===== config.mk =====
export PLATFORM = sky130hd
export DESIGN_NAME = iter_shift_unit
export DESIGN_NICKNAME = d
export VERILOG_FILES = /design/src/rtl/iter_shift_unit.sv
export SDC_FILE = /design/constraint.sdc
export NUM_CORES = 1
export LEC_CHECK = 0
export ABC_AREA = 1
export BUFFER_PORTS_ARGS = -buffer_cell sky130_fd_sc_hd__buf_4
export CAP_MARGIN = 20
export CORE_MARGIN = 2
export CORE_UTILIZATION = 50
export DETAILED_ROUTE_END_ITERATION = 16
export PLACE_DENSITY_LB_ADDON = 0.15
export SKIP_CTS_REPAIR_TIMING = 1
export SLEW_MARGIN = 30
export SYNTH_ARGS = -nofsm -noshare
export SYNTH_HDL_FRONTEND = slang
export SYNTH_SLANG_ARGS = --single-unit
export TNS_END_PERCENT = 1

===== constraint.sdc =====
create_clock -name clk -period 2.6 [get_ports clk]
set_input_delay 0.65 -clock clk [delete_from_list [all_inputs] [get_ports clk]]
set_output_delay 0.65 -clock clk [all_outputs]
set_load 0.02 [all_outputs]

===== src/rtl/iter_shift_unit.sv =====
// Iterative shift engine: one accepted request is shifted one bit per clock,
// then the result is held on a valid/ready output until the consumer takes it.
module iter_shift_unit #(
  parameter int WIDTH = 32,
  parameter int AMT_W = 5
) (
  input  logic             clk,
  input  logic             rst,
  input  logic             in_valid,
  output logic             in_ready,
  input  logic [WIDTH-1:0] in_data,
  input  logic             in_dir,
  input  logic             in_arith,
  input  logic [AMT_W-1:0] in_amt,
  output logic             out_valid,
  input  logic             out_ready,
  output logic [WIDTH-1:0] out_data,
  output logic             busy
);

  typedef enum logic [1:0] {IDLE, SHIFT, DONE} state_t;

  state_t           state;
  logic [WIDTH-1:0] data;
  logic [WIDTH-1:0] shifted;
  logic             dir;
  logic             arith;
  logic             move;
  logic [AMT_W-1:0] count;

  // Single-bit primitive: zero-fill on the left, optional sign-fill on the right.
  assign shifted = dir ? {arith & data[WIDTH-1], data[WIDTH-1:1]}
                       : {data[WIDTH-2:0], 1'b0};

  always_ff @(posedge clk or posedge rst) begin
    if (rst) begin
      state     <= IDLE;
      data      <= '0;
      dir       <= 1'b0;
      arith     <= 1'b0;
      move      <= 1'b0;
      count     <= '0;
      in_ready  <= 1'b1;
      out_valid <= 1'b0;
      out_data  <= '0;
      busy      <= 1'b0;
    end else begin
      case (state)
        IDLE: begin
          if (in_valid) begin
            data     <= in_data;
            dir      <= in_dir;
            arith    <= in_arith;
            // A zero-amount request still spends one SHIFT cycle without moving
            // the data, so latency is uniformly max(amt, 1) edges.
            move     <= (in_amt != '0);
            count    <= (in_amt == '0) ? AMT_W'(1) : in_amt;
            state    <= SHIFT;
            in_ready <= 1'b0;
            busy     <= 1'b1;
          end
        end
        SHIFT: begin
          if (move) data <= shifted;
          count <= count - AMT_W'(1);
          if (count == AMT_W'(1)) begin
            state     <= DONE;
            out_valid <= 1'b1;
            out_data  <= move ? shifted : data;
          end
        end
        DONE: begin
          if (out_ready) begin
            state     <= IDLE;
            out_valid <= 1'b0;
            in_ready  <= 1'b1;
            busy      <= 1'b0;
          end
        end
        default: begin
          state <= IDLE;
        end
      endcase
    end
  end

endmodule

==> summary.txt, run 1 <==
STA
  – RSZ-0062 raised after global routing: no
  – # setup viols final: 0
  – Minimum clock period: approximately 1.7 ns
  – Peak Freq: 0.595 GHz
  – Slew Limit Fails: 0
  – Layout Skew: 0.0160 ns
  – Final worst setup slack: 0.918 ns
  – Setup TNS: 0 ns
  – Final Hold Violating Endpoints: 0
  – Worst-Margin Slew: 0.583 ns
  – Worst slew margin: 0.611
  – Final worst path period share: 0.647

Placement
  – Port bufs: 77
  – Dpl cells: approximately 700
  – HPWL after DPL: 6130 µm
  – Setup WS pre-CTS: 0.824 ns
  – DP Area: roughly 4600 µm²
  – GP Congestion: about 0.8

Pwr
  – Clock share of power: 0.149
  – Pint: 3.66 mW
  – Switch share: 0.445
  – Pwr Density: approximately 1400 nW/µm²
  – Leak pwr: 2.50 nW
  – Reg power frac: 0.344
  – Total Power: between 6 and 7 mW
  – Max rail drop VDD: 646 µV
  – Comb power frac: 0.507
  – P_sw: 2.94 mW

Worst setup path
  – Critical Path Source Type: register
  – Reg2reg end: out_data[10]
  – FF-to-FF path depth: 5
  – Critical path type: reg2reg
  – Crit path DAT: between 1.5 and 2 ns
  – FF-to-FF Start: state[1]
  – CP max FO: 33
  – Crit path to: out_data[10]
  – Crit path required time: 2.83 ns
  – Reg2Reg Setup Slack: a little over 0.9 ns
  – Critical path startpoint: state[1]
  – CP endpoint kind: register

GRT
  – Met1 Use GR: 0.305
  – First-pass GRT wire length: 15900 µm
  – GRT met2 Usage: 0.371
  – Met3 Usage GRT: 0.0475
  – GRT Util Overall: 0.229
  – Overflow after GRT: 0
  – Busiest layer in global routing: met2
  – Largest net degree at the start of global routing: 78
  – Vias in the first global route: 3600
  – Antenna violations before repair: 0

Detailed routing
  – Vias per cell: 5.28
  – Post-route DRC: 0
  – Post-route ant nets: 0
  – Post-Route WL: 9380 µm
  – First drt pass iteration count: 4
  – 1st-iter DRT viols: 234
  – DR WL/cell: 13.1 µm
  – Via count: 3773

Layout
  – Layout cells sized above 1: 0.230
  – P&R area growth vs syn: 21.3%
  – Non-Filler Instances: roughly 710
  – Fin nets: 652
  – Antenna diodes: 0
  – Fin area: 4840 µm²

Synthesis
  – Synth Net Count: 587
  – Top-count cell post-synth: nand2_1
  – Post-Syn Area: 3990 µm²
  – Top cells by instance count after synthesis: 229 x nand2_1, 100 x nand3_1, 76 x dfrtp_1
  – Number of synthesized flops with an enable pin: 0
  – Ys async rst share: 1.00
  – Yosys top cell by area: dfrtp_1
  – Mean area per synthesized cell: roughly 7.4 µm²
  – Main synth FF type: dfrtp_1
  – Seq/Total Area, Yosys: 0.483
  – Distinct cells, synth: 19
  – Register bit total from synthesis: slightly below 80
  – Synth Warn #: 0
  – Synth top area cells: dfrtp_1 48%, nand2_1 22%, nand3_1 13%, or2_2 4.5%, o21ai_1 4.0%
  – Synth top area share: 0.476
  – Cells after Synth: 542

Clocking
  – Clock Pin Slew Worst Setup and Hold Paths: 0.08 ns
  – Clock Tree Root: clkbuf_8
  – Total CTS buffers: 9
  – CTS tree: done
  – H-tree depth: 3
  – Clk sinks: 77
  – Skew-Pair Late Insertion Delay: 0.36 ns
  – Clock Tree Buf Depth: 2

Floorplanning
  – Initial Utilization: 0.517
  – Row cnt: 32
  – Core area: slightly below 8000 µm²
  – Die Span X: 93.3 µm
  – Number of I/O pins: 78
  – Die area: 8710 µm²
  – Die Ht: 93.3 µm

Worst hold path
  – Hold WC Path Type: in2async

Flow run
  – Max-cap violations: 0

Outcome
  – Status: complete, no violations
-- flip-flops by register name (all words and copies together), names as in the netlist, 2 cells and up --
name,flops
state,2
data,32
out_data,32
count,5
-- power by group through the flow --
stage	Sequential [mW]	Combinational [mW]	Clock, mW
after floorplan	2.47	2.18	0
after global placement	2.25	3.27	0
after detailed placement	2.28	3.34	0
after CTS	2.27	3.36	1.01
after global routing	2.34	3.80	1.07
final	2.27	3.34	0.985
-- how the worst min path moves through the flow --
stage | cells past startpoint | end
6_report | 3 | data[5]
5_1_grt | 3 | out_data[7]
4_1_cts | 3 | out_data[16]
3_5_place_dp | 2 | in_ready
3_3_place_gp | 2 | in_ready
2_1_floorplan | 2 | arith
-- through the flow --
stage	hold WS, ns	util
floorplan	0.443	-
global placement	0.451	0.599
detailed placement	0.455	0.599
CTS	0.436	0.627
global route	0.444	0.627
finish	0.400	0.627
-- final cells by class --
| type | count | area (µm²) |
|---|---|---|
| Clock buffer | 9 | 124 |
| Clock inverter | 7 | 90.1 |
| Fill cell | 724 | 2880 |
| Inverter | 19 | 75.1 |
| Multi-Input combinational cell | 415 | 1850 |
| Sequential cell | 77 | 1930 |
| Tap cell | 102 | 128 |
| Timing Repair Buffer | 85 | 651 |
-- critical path, stage by stage (launching register included) --
cell	delay [ns]
dfrtp_1	0.43
nor2_2	0.49
nand4_2	0.18
buf_4	0.30
nand2_1	0.09
o21ai_1	0.06
-- metal layers --
layer	vias up	share of wire
li1	1877	-
met1	1777	0.46
met2	103	0.47
met3	16	0.053
met4	0	0.015
met5	-	0
-- cell usage in the layout (no fill, tap or decap) --
master / netlist / routed
nor2_2: 1 / 2
bufinv_16: 0 / 2
nand3_1: 100 / 100
or2_2: 29 / 29
nand2_2: 1 / 1
nand3b_1: 2 / 2
clkinv_2: 0 / 3
o211ai_1: 1 / 1
o21ai_0: 6 / 6
dfrtp_1: 76 / 76
nand2_1: 229 / 229
clkinvlp_4: 0 / 3
dfstp_2: 1 / 1
ha_1: 2 / 2
buf_12: 0 / 1
nand4_2: 1 / 1
buf_4: 2 / 84
o21ai_1: 32 / 32
inv_1: 14 / 13
nor2_1: 11 / 10
inv_2: 5 / 5
clkbuf_8: 0 / 9
-- cells by family after synthesis --
family                   synth area share
AO/OA/AOI/OAI                      0.0495
adder cells (fa/ha/maj)           0.00627
buffers and inverters              0.0545
flip-flops                          0.483
AND/OR/NAND/NOR                     0.407
(Power assumes the default switching activity.)
==> run 2, diff against run 1 <==
==> constraint.sdc (replaced) <==
create_clock -name clk -period 1.4 [get_ports clk]
set_input_delay 0.35 -clock clk [delete_from_list [all_inputs] [get_ports clk]]
set_output_delay 0.35 -clock clk [all_outputs]
set_load 0.02 [all_outputs]
==> summary.txt, run 2 (synthesis results as in run 1) <==
Layout
  – Commonest non-fill, non-tap cell in the layout: nand2_1
  – Layout cells sized above 1: 0.239 (+0.00832)
  – Antenna diodes: 0 (unchanged)
  – Final Core Density: 0.640 (+0.0128)
  – Top Registers: data (32), out_data (32), count (5)
  – Fin nets: 660 (+1.2%)
  – Commonest non-fill, non-tap cells in the layout: 229 x nand2_1, 100 x nand3_1, 86 x buf_4
  – P&R area growth vs syn: 23.8%
  – Fin area: 4940 µm² (+2.0%)

Outcome
  – Status: complete, no violations

Clocking
  – Clock Tree Root: clkbuf_8
  – Clock Pin Slew Worst Setup and Hold Paths: 0.08 ns (about the same)
  – Total CTS buffers: 9 (unchanged)
  – Clock Tree Buf Depth: 2 (unchanged)
  – CTS tree: done
  – Clk sinks: 77 (unchanged)
  – Skew-Pair Late Insertion Delay: 0.35 ns (about the same)
  – H-tree depth: 3 (unchanged)

STA
  – # setup viols final: 0 (unchanged)
  – Final worst path period share: 0.974
  – Slew Limit Fails: 0 (unchanged)
  – Worst-Margin Slew: 0.400 ns (-0.183 ns)
  – Worst slew margin: 0.733 (+0.122)
  – Hold Worst Slack: 0.120 ns (-0.280 ns)
  – Layout Skew: 0.00708 ns (-0.00887 ns)
  – Final Hold Violating Endpoints: 0 (unchanged)
  – Minimum clock period: 1.36 ns
  – Peak Freq: between 0.7 and 0.8 GHz
  – RSZ-0062 raised after global routing: no
  – Setup TNS: 0 ns (unchanged)

Detailed routing
  – Post-Route WL: 9310 µm (-0.69%)
  – Via count: 3742 (-0.82%)
  – DR WL/cell: 12.9 µm (-1.8%)
  – Vias per cell: 5.18 (-1.9%)
  – 1st-iter DRT viols: 205 (-12%)
  – Post-route ant nets: 0 (unchanged)
  – Post-route DRC: 0 (unchanged)
  – First drt pass iteration count: 4 (unchanged)

Worst setup path
  – Critical Path Max Stage Delay: 0.53 ns (+0.04 ns)
  – CP cell instances: buf_4
  – FF-to-FF Start: count[1]
  – Reg2reg end: out_data[24]
  – FF-to-FF path depth: 6 (+1)
  – Slowest CP cell: dfstp_2
  – Top cell family by delay on the critical path: flip-flops
  – Worst path bufs/invs: 1 (unchanged)
  – CP max FO: 2 (-94%)
  – Crit path DAT: 1.01 ns (-0.90 ns)
  – CP endpoint kind: primary output
  – Critical path type: reg2out
  – Critical Path Source Type: register
  – Crit path required time: 1.05 ns (-1.78 ns)
  – Reg2Reg Setup Slack: 0.07 ns (-0.85 ns)

Pwr
  – Pwr Density: 2480 nW/µm² (+82%)
  – Leak pwr: 2.56 nW (+2.2%)
  – Max rail drop VDD: 1100 µV (+71%)
  – Total Power: 12.2 mW (+86%)

GRT
  – Busiest layer in global routing: met2
  – Largest net degree at the start of global routing: 78 (unchanged)
  – GRT met2 Usage: 0.373 (+0.00240)
  – Antenna violations before repair: 0 (unchanged)
  – GRT Util Overall: 0.224 (-0.00597)
  – Overflow after GRT: 0 (unchanged)
  – Met3 Usage GRT: 0.0387 (-0.00886)
  – Met1 Use GR: 0.291 (-0.0140)
  – Vias in the first global route: 3513 (-2.4%)
  – First-pass GRT wire length: 15500 µm (-2.5%)

Floorplanning
  – Row cnt: 32 (unchanged)
  – Core area: 7730 µm² (unchanged)
  – Number of I/O pins: 78 (unchanged)
  – Initial Utilization: 0.517 (unchanged)
  – Die Ht: 93.3 µm (unchanged)
  – Die area: 8710 µm² (unchanged)
  – Die Span X: 93.3 µm (unchanged)

Placement
  – GP Congestion: 0.834 (+1.3%)
  – HPWL after DPL: 6430 µm (+4.8%)
  – DP Area: 4760 µm² (+2.9%)
  – Port bufs: 77 (unchanged)

Worst hold path
  – Hold WC Path Type: in2async

Flow run
  – Max-cap violations: 0 (unchanged)
[run 2: cell count changes in the layout (fill, tap and decap cells not counted), sizes merged]
cell / change
buf: +8
clkbuf: +3
bufinv: -2
clkinvlp: -1
[run 2: report_power, final]
part / total (mW) / internal [mW] / switching (mW) / leakage [nW]
clock: 1.53 / 0.732 / 0.800 / 0.0921
sequential: 4.19 / 3.35 / 0.839 / 0.946
combinational: 6.53 / 2.72 / 3.82 / 1.52
total: 12.2 / 6.80 / 5.45 / 2.56
[run 2: worst min-delay path, cell delays in order]
cell and delay [ns]:
buf_4 0.12, clkinvlp_4 0.07, buf_12 0.35
[run 2: routing by layer]
metal  routed length, µm  vias to the layer above
li1                    -                     1891
met1                4110                     1737
met2                4540                      105
met3                 538                        9
met4                 116                        0
met5                   0                        -
[run 2: final cells by class]
type                    count  area (µm²)
clock buffers              12         155
clock inverters             4        22.5
fillers                   672        2790
inverters                  19        75.1
multi-input cells         415        1850
flip-flops and latches     77        1930
well taps                 102         128
repair buffers             93         786
[run 2: how the worst max path moves through the flow]
stage,end,start,cells past startpoint,slack (ns)
6_report,in_ready,in_ready,1,0.04
5_1_grt,out_data[6],count[1],6,0.005
4_1_cts,in_ready,in_ready,1,0.03
3_5_place_dp,out_data[24],count[1],6,0.08
3_3_place_gp,out_data[7],count[1],6,0.16
2_1_floorplan,out_data[18],count[1],6,0.16
[run 2: through the flow]
stage | worst slack, ns | std cells
after floorplan | 0.164 | 542
after global placement | 0.160 | 706
after detailed placement | 0.0827 | 706
after CTS | 0.0307 | 722
after global routing | 0.00511 | 722
final | 0.0371 | 722
